==> config.mk <==
export PLATFORM = sky130hd
export DESIGN_NAME = output_bram_writer
export DESIGN_NICKNAME = d
export VERILOG_FILES = /design/src/rtl/conv_pkg.sv /design/src/rtl/raster_counter.sv /design/src/rtl/output_bram_writer.sv
export SDC_FILE = /design/constraint.sdc
export NUM_CORES = 1
export LEC_CHECK = 0
export CAP_MARGIN = 40
export CELL_PAD_IN_SITES_DETAIL_PLACEMENT = 1
export CELL_PAD_IN_SITES_GLOBAL_PLACEMENT = 2
export CORE_MARGIN = 5
export CORE_UTILIZATION = 34
export CTS_CLUSTER_SIZE = 8
export DETAILED_ROUTE_END_ITERATION = 8
export PLACE_DENSITY_LB_ADDON = 0.1
export SLEW_MARGIN = 20
export SYNTH_ARGS = -nofsm -noshare
export SYNTH_HDL_FRONTEND = slang
export SYNTH_SLANG_ARGS = --single-unit
==> constraint.sdc <==
create_clock -name clk -period 5.75 [get_ports clk]
set_input_delay 1.15 -clock clk [delete_from_list [all_inputs] [get_ports clk]]
set_output_delay 1.15 -clock clk [all_outputs]
set_load 0.01 [all_outputs]
==> src/rtl/conv_pkg.sv <==
// Shared constants and FSM encoding for the convolution output path.
package conv_pkg;

    localparam int unsigned ADDR_W_DEFAULT = 18;
    localparam int unsigned DATA_W_DEFAULT = 16;

    localparam logic [1:0] WE_ALL  = 2'b11;
    localparam logic [1:0] WE_NONE = 2'b00;

    typedef enum logic [1:0] {
        StIdle  = 2'd0,
        StRun   = 2'd1,
        StFlush = 2'd2
    } wr_state_t;

endpackage

==> src/rtl/raster_counter.sv <==
// Row/col raster counter with a linear address that tracks row*max_col+col by increments only.
module raster_counter
    import conv_pkg::*;
#(
    parameter int unsigned ADDR_W = ADDR_W_DEFAULT
) (
    input  logic              clk,
    input  logic              rst,
    input  logic              clear,
    input  logic              advance,
    input  logic [ADDR_W-1:0] max_row,
    input  logic [ADDR_W-1:0] max_col,
    output logic [ADDR_W-1:0] addr,
    output logic              last
);

    logic [ADDR_W-1:0] row_q, row_d;
    logic [ADDR_W-1:0] col_q, col_d;
    logic [ADDR_W-1:0] addr_q, addr_d;
    logic [ADDR_W-1:0] max_row_q, max_row_d;
    logic [ADDR_W-1:0] max_col_q, max_col_d;
    logic              col_wrap;

    always_comb begin
        row_d     = row_q;
        col_d     = col_q;
        addr_d    = addr_q;
        max_row_d = max_row_q;
        max_col_d = max_col_q;
        col_wrap  = (col_q == max_col_q - ADDR_W'(1));
        last      = col_wrap && (row_q == max_row_q - ADDR_W'(1));

        if (clear) begin
            row_d     = '0;
            col_d     = '0;
            addr_d    = '0;
            max_row_d = max_row;
            max_col_d = max_col;
        end else if (advance) begin
            // Address wraps modulo 2^ADDR_W when dimensions are out of range.
            addr_d = addr_q + ADDR_W'(1);
            if (col_wrap) begin
                col_d = '0;
                row_d = row_q + ADDR_W'(1);
            end else begin
                col_d = col_q + ADDR_W'(1);
            end
        end
    end

    always_ff @(posedge clk) begin
        if (rst) begin
            row_q     <= '0;
            col_q     <= '0;
            addr_q    <= '0;
            max_row_q <= '0;
            max_col_q <= '0;
        end else begin
            row_q     <= row_d;
            col_q     <= col_d;
            addr_q    <= addr_d;
            max_row_q <= max_row_d;
            max_col_q <= max_col_d;
        end
    end

    assign addr = addr_q;

endmodule

==> src/rtl/output_bram_writer.sv <==
// Writes a feature map of convolution results into BRAM in raster order, one cycle after each valid.
// Optional OUTPUT_RELU_EN: negative results (sign bit set, including -0) are written as zero.
module output_bram_writer
    import conv_pkg::*;
#(
    parameter int unsigned ADDR_W = ADDR_W_DEFAULT,
    parameter int unsigned DATA_W = DATA_W_DEFAULT
) (
    input  logic              clk,
    input  logic              rst,
    input  logic              start,
    input  logic [ADDR_W-1:0] max_row,
    input  logic [ADDR_W-1:0] max_col,
    input  logic [DATA_W-1:0] result_data,
    input  logic              result_valid,
    output logic [ADDR_W-1:0] Output_write_addr,
    output logic [DATA_W-1:0] Output_write_data,
    output logic [1:0]        Output_BRAM_we,
    output logic              busy,
    output logic              done,
    output logic              overflow
);

    wr_state_t         state_q, state_d;
    logic              start_acc;
    logic              accept;
    logic              last;
    logic [ADDR_W-1:0] cnt_addr;
    logic [DATA_W-1:0] wr_data;

    assign start_acc = start && (state_q == StIdle);
    assign accept    = result_valid && (state_q == StRun);

    raster_counter #(
        .ADDR_W (ADDR_W)
    ) u_raster_counter (
        .clk     (clk),
        .rst     (rst),
        .clear   (start_acc),
        .advance (accept),
        .max_row (max_row),
        .max_col (max_col),
        .addr    (cnt_addr),
        .last    (last)
    );

`ifdef OUTPUT_RELU_EN
    assign wr_data = result_data[DATA_W-1] ? '0 : result_data;
`else
    assign wr_data = result_data;
`endif

    always_comb begin
        state_d = state_q;
        unique case (state_q)
            StIdle: begin
                if (start) begin
                    // Empty map still runs through FLUSH so the caller always sees done.
                    state_d = ((max_row != '0) && (max_col != '0)) ? StRun : StFlush;
                end
            end
            StRun: begin
                if (accept && last) state_d = StFlush;
            end
            StFlush: state_d = StIdle;
            default: state_d = StIdle;
        endcase
    end

    always_ff @(posedge clk) begin
        if (rst) begin
            state_q           <= StIdle;
            Output_write_addr <= '0;
            Output_write_data <= '0;
            Output_BRAM_we    <= WE_NONE;
            overflow          <= 1'b0;
        end else begin
            state_q        <= state_d;
            Output_BRAM_we <= accept ? WE_ALL : WE_NONE;
            if (accept) begin
                Output_write_addr <= cnt_addr;
                Output_write_data <= wr_data;
            end
            // A dropped result is reported even if a start arrives in the same cycle.
            if (result_valid && (state_q != StRun)) begin
                overflow <= 1'b1;
            end else if (start_acc) begin
                overflow <= 1'b0;
            end
        end
    end

    assign busy = (state_q != StIdle);
    assign done = (state_q == StFlush);

endmodule

==> results of run 1 <==
-- registers in the layout (all words and copies together), names as in the netlist --
| name | flops |
|---|---|
| Output_BRAM_we | 1 |
| Output_write_addr | 18 |
| u_raster_counter.max_row_q | 18 |
| u_raster_counter.col_q | 18 |
| u_raster_counter.max_col_q | 18 |
| u_raster_counter.addr | 18 |
| u_raster_counter.row_q | 18 |
| state_q | 2 |
| overflow | 1 |
| Output_write_data | 16 |
-- area by class of cell --
type                    instances  share of cell area, %
repair buffers                103                  12.69
inverters                      13                 0.6111
multi-input cells             619                  43.47
clock buffers                  19                  5.547
clock inverters                12                  2.006
flip-flops and latches        128                  32.09
well taps                     229                  3.588
-- cell usage after synthesis, drive strengths merged, types with 6 or more instances --
| cell type | count | area share (%) |
|---|---|---|
| a21oi | 99 | 7.9 |
| dfxtp | 128 | 41 |
| clkbuf | 41 | 2.5 |
| xnor2 | 39 | 5.4 |
| o21ai | 18 | 1.4 |
| and3 | 10 | 1.0 |
| buf | 8 | 0.72 |
| or3 | 16 | 1.6 |
| inv | 13 | 0.78 |
| nand2 | 173 | 10 |
| nand3 | 20 | 1.6 |
| or4 | 16 | 2.0 |
| nand4 | 17 | 1.7 |
| o31ai | 9 | 1.1 |
| nand3b | 6 | 0.72 |
| nor3 | 17 | 1.4 |
| xor2 | 33 | 4.6 |
| nor2b | 11 | 1.1 |
| nor2 | 57 | 3.4 |
| nor4 | 19 | 1.9 |
-- worst min-delay path, delay by kind of cell, from the launching register on --
| family | cells | cell delay, ns |
|---|---|---|
| AND/OR/NAND/NOR | 1 | 0.05 |
| AO/OA/AOI/OAI | 1 | 0.05 |
| flip-flops | 1 | 0.31 |
-- stage by stage --
step | utilization, % | cells | power, W
after floorplan | - | 809 | 0.001123
after global placement | 40.68 | 1090 | 0.001220
after detailed placement | 40.68 | 1090 | 0.001232
after CTS | 44.01 | 1121 | 0.002355
after global routing | 44.15 | 1123 | 0.002425
final | 44.15 | 1123 | 0.002326
-- worst max path at each step --
stage / slack, ns / depth (start not counted) / to
after global routing: 1.53 / 8 / u_raster_counter.row_q[11]$_SDFFE_PP0P_
after floorplan: 2.16 / 12 / u_raster_counter.row_q[11]$_SDFFE_PP0P_
after CTS: 1.79 / 10 / u_raster_counter.row_q[5]$_SDFFE_PP0P_
final: 1.77 / 10 / u_raster_counter.row_q[5]$_SDFFE_PP0P_
after global placement: 1.79 / 8 / u_raster_counter.addr[17]$_SDFFE_PP0P_
after detailed placement: 1.65 / 8 / u_raster_counter.addr[17]$_SDFFE_PP0P_
-- cell families after synthesis --
group | after synthesis
AOI/OAI and AO/OA | 151
xor gates and xnor gates | 72
adders and majority gates | 5
buffers and inverters | 62
DFF | 128
muxes | 3
and+or+nand+nor | 388
-- power breakdown --
| group | internal, W | leakage, nW | switching (W) |
|---|---|---|---|
| combinational | 0.000128 | 1.37 | 0.000147 |
| sequential | 0.000909 | 1.04 | 0.0000298 |
| clock | 0.000692 | 0.282 | 0.000419 |
-- metal layers --
layer	part of all wire [%]	vias to the layer above
met5	0	-
met1	47	2900
met2	46	108
li1	-	2937
met4	2.2	0
met3	4.5	27
-- cells in the final DEF, fill, tap and decap left out, types with 5 or more instances in the layout --
master / synthesis / final
sky130_fd_sc_hd__xor2_1: 33 / 33
sky130_fd_sc_hd__ha_1: 5 / 5
sky130_fd_sc_hd__nor2_1: 57 / 57
sky130_fd_sc_hd__clkdlybuf4s50_1: 0 / 93
sky130_fd_sc_hd__nor3_1: 17 / 17
sky130_fd_sc_hd__buf_4: 1 / 7
sky130_fd_sc_hd__nand2b_1: 5 / 5
sky130_fd_sc_hd__and3_1: 10 / 10
sky130_fd_sc_hd__xnor2_1: 39 / 39
sky130_fd_sc_hd__nand2_1: 173 / 173
sky130_fd_sc_hd__or4_1: 15 / 15
sky130_fd_sc_hd__dfxtp_1: 128 / 128
sky130_fd_sc_hd__nand4_1: 17 / 17
sky130_fd_sc_hd__o31ai_1: 9 / 9
sky130_fd_sc_hd__clkbuf_16: 0 / 17
sky130_fd_sc_hd__or3_1: 16 / 16
sky130_fd_sc_hd__a21oi_1: 99 / 99
sky130_fd_sc_hd__nor4_1: 19 / 19
sky130_fd_sc_hd__nor2b_1: 11 / 11
sky130_fd_sc_hd__o21ai_0: 18 / 18
sky130_fd_sc_hd__inv_1: 13 / 13
sky130_fd_sc_hd__nand3_1: 20 / 20
sky130_fd_sc_hd__nand3b_1: 6 / 6
==> results.txt, run 1 <==
----------------------------------------------------
[Worst setup path]
  Worst reg2reg path endpoint ... u_raster_counter.row_q[5]$_SDFFE_PP0P_
  Cells traversed along the worst timing path ... inv_1, ha_1, or3b_1, or4_4, a2111oi_2, nand4_1, a31o_1, or4b_4, or4_1, a21oi_1
  Gate family responsible for the most delay along the worst path ... simple AND/OR/NAND/NOR gates
  Startpoint of the most critical register-to-register path ... u_raster_counter.max_col_q[0]$_SDFFE_PP0P_
  Count of buffering cells on the critical path with inverters included ... 1
  Critical path peak fanout ... 30
  Crit-path max cell delay ... 0.71 ns
  Category of the critical setup timing path ... reg -> reg
  Worst-path cell with the longest stage delay ... sky130_fd_sc_hd__or4b_4
  Required @ worst endpoint ... 6.10 ns
  CP startpoint kind ... flop
  Worst reg-to-reg path cell count ... 10
  Arrival time at the worst endpoint ... 4.33 ns
  Worst Setup SP ... u_raster_counter.max_col_q[0]$_SDFFE_PP0P_
  Type of destination of the critical path ... flop
  Slack of the worst reg-to-reg path ... 1.77 ns

[Global route]
  Gr busiest metal ... met2
  Largest net degree at the start of global routing ... 76
  Number of antenna violations at the first check in global routing ... 0
  Total track usage ... 18.59%
  Met3 routing resource usage after global routing ... 5.481%
  Met1 global-route usage ... 23.61%
  First-pass GRT wire length ... 32.34 mm
  Met2 usage in global routing ... 30.36%
  Total global routing overflow ... 0
  Via count of the first global-routing pass ... 6394

[STA]
  Final setup margin ... 1.766 ns
  Setup violation total in the final timing report ... 0
  Fin Clk Skew ... 0.01008 ns
  Number of hold-slack violations in the final timing report ... 0
  Pin slew with the least headroom to its limit ... 0.8088 ns
  Minimum period implied by the final worst setup slack ... 3.984 ns
  Final Hold Slack ... 0.4574 ns
  Final count of pins violating max slew ... 0
  RSZ-0062 raised after global routing ... no
  Final period utilization ... 69.29%
  Highest clock rate ... 251.0 MHz
  Slew margin rel. ... 45.58%
  Final-layout setup total negative slack ... 0 ns

[Yosys]
  Post-synthesis sequential element count ... 128
  Largest family of logic cells by synthesized area ... simple AND/OR/NAND/NOR gates
  Number of distinct library cells after synthesis ... 56
  Adder-cell share of the synthesized area ... 0.9960%
  Number of flops mapped to enable cells by yosys ... 0
  Post-synthesis compound-gate area fraction ... 13.78%
  Post-synthesis instance total ... 809
  Multiplexer share of the synthesized area ... 0.4781%
  Net count of the mapped netlist ... 870
  Proportion of register bits with asynchronous set or reset after synthesis ... 0%
  Synthesized-area fraction occupied by and/or/nand/nor cells ... 29.96%
  Average footprint of a synthesized cell ... 7.764 sq um
  Primary flip-flop cell chosen by synthesis mapping ... sky130_fd_sc_hd__dfxtp_1
  Cell area after technology mapping ... 0.006281 sq mm
  Portion of the post-synthesis area used by sequential elements ... 40.80%
  Xor/xnor share of the synthesized area ... 10.04%
  Synth warn ... 0

[Clocking]
  Level count of the clock H-tree ... 4
  Root buffer cell ... sky130_fd_sc_hd__clkbuf_16
  Clock tree from TritonCTS ... built
  Count of instances resized after the clock tree is built ... 0
  Hold buffers post-CTS ... 0
  Longest Clk Path Bufs ... 2
  TritonCTS Buffers ... 17
  Total setup buffers inserted after CTS ... 0
  Clk sinks ... 128
  Post-CTS clock slew at the launch and capture registers of the worst setup and hold paths ... 0.06 ns
  Clk Latency, worst-skew pair ... 0.42 ns

[Detailed routing]
  Number of nets with antenna violations after routing ... 0
  Average vias per placed instance ... 5.318
  Drt wl/cell ... 17.38 um
  Detailed Routing Iterations Pass 1 ... 4
  DR iter-0 viols ... 252
  Post-route DRC violation count ... 0
  Detailed-route wire length ... 19.52 mm
  Total via count after detailed routing ... 5972

[Die]
  I/O pin total ... 95
  Initial core utilization ... 34.73%
  Die H ... 145.9 um
  Area of the core ... 0.01809 sq mm
  Die Area ... 0.02129 sq mm
  Count of standard-cell rows ... 49
  X dimension of the die ... 145.9 um

[Min path]
  Hold path startpoint ... Output_write_data[7]$_SDFFE_PP0P_
  Type of the worst min-delay path ... reg -> reg
  Hold Path Stages ... 2
  Worst min-delay path endpoint ... Output_write_data[7]$_SDFFE_PP0P_

[Power and ir drop]
  Power Density ... 291.3 mW/mm^2
  Static leakage power ... 2.691 nW
  Largest voltage drop on the vdd net ... 195.9 uV

[Placement]
  Final Wtd Congestion ... 0.7725
  Placement-stage worst setup slack ... 1.645 ns
  Hpwl dp ... 14.04 mm
  Number of I/O port buffers ... 94
  Total placed instance area ... 0.007357 sq mm

[Layout]
  Post-route design area ... 0.007985 sq mm
  Seq. cell area ... 0.002562 sq mm
  Antenna diode count ... 0
  Fill cell count ... 2178
  Growth of design area from synthesis to finish ... 27.13%
  Ratio of cells with drive above 1 in the final layout ... 5.705%
  Number of nets in the layout ... 943
  Total area of multi-input combinational cells ... 0.003471 sq mm

[Run status]
  Result of the run ... complete, no violations

[Job]
  Max-cap violations ... 0

----------------------------------------------------
Power figures use the tool's default switching activity.
==> inputs of run 2 (changes only) <==
Settings changed: CORE_UTILIZATION 34 to 31.
Clock period 5.75 ns to 3.9 ns, I/O delays scaled along.
==> run 2 against run 1 <==
Critical path depth unchanged. Clock skew down 0.0012 ns. Hold slack worse by 0.0034 ns. Critical path type unchanged. Combinational power up 58%. Maximum frequency up 7.3%. Die area up 9.0%.
==> results.txt, run 2 (synthesis results as in run 1) <==
----------------------------------------------------
[Run status]
  Result of the run ... complete, no violations

[Detailed routing]
  Detailed-route wire length ... 20.20 mm (+3.5%)
  Average vias per placed instance ... 5.137 (-3.4%)
  DR iter-0 viols ... 174 (-31%)
  Post-route DRC violation count ... 0 (unchanged)
  Drt wl/cell ... 17.18 um (-1.2%)
  Total via count after detailed routing ... 6041 (+1.2%)
  Number of nets with antenna violations after routing ... 0 (unchanged)
  Detailed Routing Iterations Pass 1 ... 4 (unchanged)

[STA]
  RSZ-0062 raised after global routing ... no
  Final period utilization ... 95.17% (+26 points)
  Final count of pins violating max slew ... 0 (unchanged)
  Final-layout setup total negative slack ... 0 ns (unchanged)
  Highest clock rate ... 269.4 MHz (+7.3%)
  Slew margin rel. ... 45.55% (about the same)
  Final setup margin ... 0.1883 ns (-1.578 ns)
  Number of hold-slack violations in the final timing report ... 0 (unchanged)
  Minimum period implied by the final worst setup slack ... 3.712 ns (-0.2722 ns)
  Final Hold Slack ... 0.4541 ns (-0.003375 ns)
  Setup violation total in the final timing report ... 0 (unchanged)
  Pin slew with the least headroom to its limit ... 0.8094 ns (+0.0005715 ns)
  Fin Clk Skew ... 0.008835 ns (-0.001246 ns)

[Worst setup path]
  Category of the critical setup timing path ... reg -> reg
  CP startpoint kind ... flop
  Required @ worst endpoint ... 4.25 ns (-1.85 ns)
  Type of destination of the critical path ... flop
  Arrival time at the worst endpoint ... 4.06 ns (-0.27 ns)
  Critical path peak fanout ... 15 (-50%)

[Global route]
  Total track usage ... 17.08% (-1.5 points)
  Total global routing overflow ... 0 (unchanged)
  Via count of the first global-routing pass ... 6340 (-0.84%)
  Largest net degree at the start of global routing ... 75 (-1.3%)
  First-pass GRT wire length ... 32.68 mm (+1.0%)
  Number of antenna violations at the first check in global routing ... 0 (unchanged)

[Die]
  Count of standard-cell rows ... 52 (+6.1%)
  Area of the core ... 0.02010 sq mm (+11%)
  I/O pin total ... 95 (unchanged)
  X dimension of the die ... 152.3 um (+4.4%)
  Die H ... 152.3 um (+4.4%)
  Initial core utilization ... 31.24% (-3.5 points)
  Die Area ... 0.02321 sq mm (+9.0%)

[Layout]
  Growth of design area from synthesis to finish ... 29.46%
  Fill cell count ... 2362 (+8.4%)
  Utilization after layout ... 40.45% (-3.7 points)
  Most frequent cells in the layout ... 173 x sky130_fd_sc_hd__nand2_1, 128 x sky130_fd_sc_hd__dfxtp_1, 99 x sky130_fd_sc_hd__a21oi_1
  Total area of multi-input combinational cells ... 0.003485 sq mm (+0.40%)
  Ratio of cells with drive above 1 in the final layout ... 6.961% (+1.3 points)
  Leading cell type in the layout, fill and taps excluded ... sky130_fd_sc_hd__nand2_1
  Number of nets in the layout ... 953 (+1.1%)
  Seq. cell area ... 0.002562 sq mm (unchanged)

[Power and ir drop]
  Internal portion of total power ... 0.002533 W (+46%)
  Portion of total power attributed to sequential cells ... 40.1% (-0.3 points)
  Clk network pwr share ... 47.2% (-0.6 points)
  Logic gate share of total power ... 12.6% (+0.8 points)
  Switching power total ... 0.0009104 W (+53%)
  Static leakage power ... 2.750 nW (+2.2%)
  Net switching fraction of the power ... 26.44% (+0.80 points)
  Power Density ... 423.5 mW/mm^2 (+45%)
  Largest voltage drop on the vdd net ... 272.1 uV (+39%)

[Placement]
  Hpwl dp ... 14.35 mm (+2.2%)
  Final Wtd Congestion ... 0.8190 (+6.0%)
  Placement-stage worst setup slack ... 0.1684 ns (-1.477 ns)
  Number of I/O port buffers ... 94 (unchanged)

[Clocking]
  Clk Latency, worst-skew pair ... 0.42 ns (about the same)
  Clk sinks ... 128 (unchanged)
  Clock tree from TritonCTS ... built
  Root buffer cell ... sky130_fd_sc_hd__clkbuf_16
  Post-CTS clock slew at the launch and capture registers of the worst setup and hold paths ... 0.06 ns (about the same)
  Longest Clk Path Bufs ... 2 (unchanged)
  Total setup buffers inserted after CTS ... 0 (unchanged)
  Level count of the clock H-tree ... 4 (unchanged)
  TritonCTS Buffers ... 17 (unchanged)

[Job]
  Max-cap violations ... 0 (unchanged)

[Min path]
  Type of the worst min-delay path ... reg -> reg

----------------------------------------------------
-- run 2: final timing paths --
path                                                                 start                                 endpoint  slack (ns)  depth (start not counted)
worst max-delay path            u_raster_counter.max_col_q[0]$_SDFFE_PP0P_  u_raster_counter.row_q[11]$_SDFFE_PP0P_        0.19                         10
worst min-delay path                     Output_write_addr[5]$_SDFFE_PP0P_        Output_write_addr[5]$_SDFFE_PP0P_        0.45                          2
worst max register to register  u_raster_counter.max_col_q[0]$_SDFFE_PP0P_  u_raster_counter.row_q[11]$_SDFFE_PP0P_        0.19                         10
worst min register to register           Output_write_addr[5]$_SDFFE_PP0P_        Output_write_addr[5]$_SDFFE_PP0P_        0.45                          2
-- run 2: critical path, stage by stage (launching register included) --
cell and delay (ns):
sky130_fd_sc_hd__dfxtp_1 0.35, sky130_fd_sc_hd__inv_1 0.07, sky130_fd_sc_hd__ha_1 0.23, sky130_fd_sc_hd__or3b_1 0.38, sky130_fd_sc_hd__or4_4 0.49, sky130_fd_sc_hd__a2111oi_2 0.37, sky130_fd_sc_hd__nand4_1 0.12, sky130_fd_sc_hd__a31o_1 0.27
sky130_fd_sc_hd__or4b_4 0.65, sky130_fd_sc_hd__or4_1 0.53, sky130_fd_sc_hd__a21oi_1 0.17
-- run 2: metal layers --
| layer | GRT usage [%] | routed length [um] | up-vias | part of all wire [%] |
|---|---|---|---|---|
| met1 | 21.55 | 9410 | 2947 | 47 |
| met3 | 5.567 | 988 | 19 | 4.9 |
| met2 | 28.03 | 9504 | 104 | 47 |
| met4 | 4.880 | 298 | 0 | 1.5 |
| li1 | - | - | 2971 | - |
| met5 | 0 | 0 | - | 0 |
-- run 2: final cells by class --
type                       count  area share (%)
inverter                      13          0.6001
timing repair buffer         112           13.42
multi-input combinational    620           42.85
tap                          270           4.154
clock buffer                  19           5.570
clock inverter                13           1.862
sequential                   128           31.51
antenna                        1         0.03077
-- run 2: repair_timing --
action	in CTS	in global routing
setup endpoints to repair	0	4
endpoints found under the hold margin	0	0
resized for setup	0	1
hold buffers	0	0
-- run 2: metrics by stage --
stage	instance area (sq um)	std cells	power [W]
2_1_floorplan	6281	809	0.001655
3_3_place_gp	7483	1141	0.001823
3_5_place_dp	7483	1141	0.001840
4_1_cts	8088	1173	0.003484
5_1_grt	8129	1175	0.003593
6_report	8132	1176	0.003444
-- run 2: power by group through the flow --
stage	Combinational (W)	Clock (W)	Sequential (W)
5_1_grt	0.000478	0.00173	0.00139
3_3_place_gp	0.000416	0	0.00141
2_1_floorplan	0.000260	0	0.00140
3_5_place_dp	0.000430	0	0.00141
4_1_cts	0.000433	0.00167	0.00138
6_report	0.000435	0.00163	0.00138
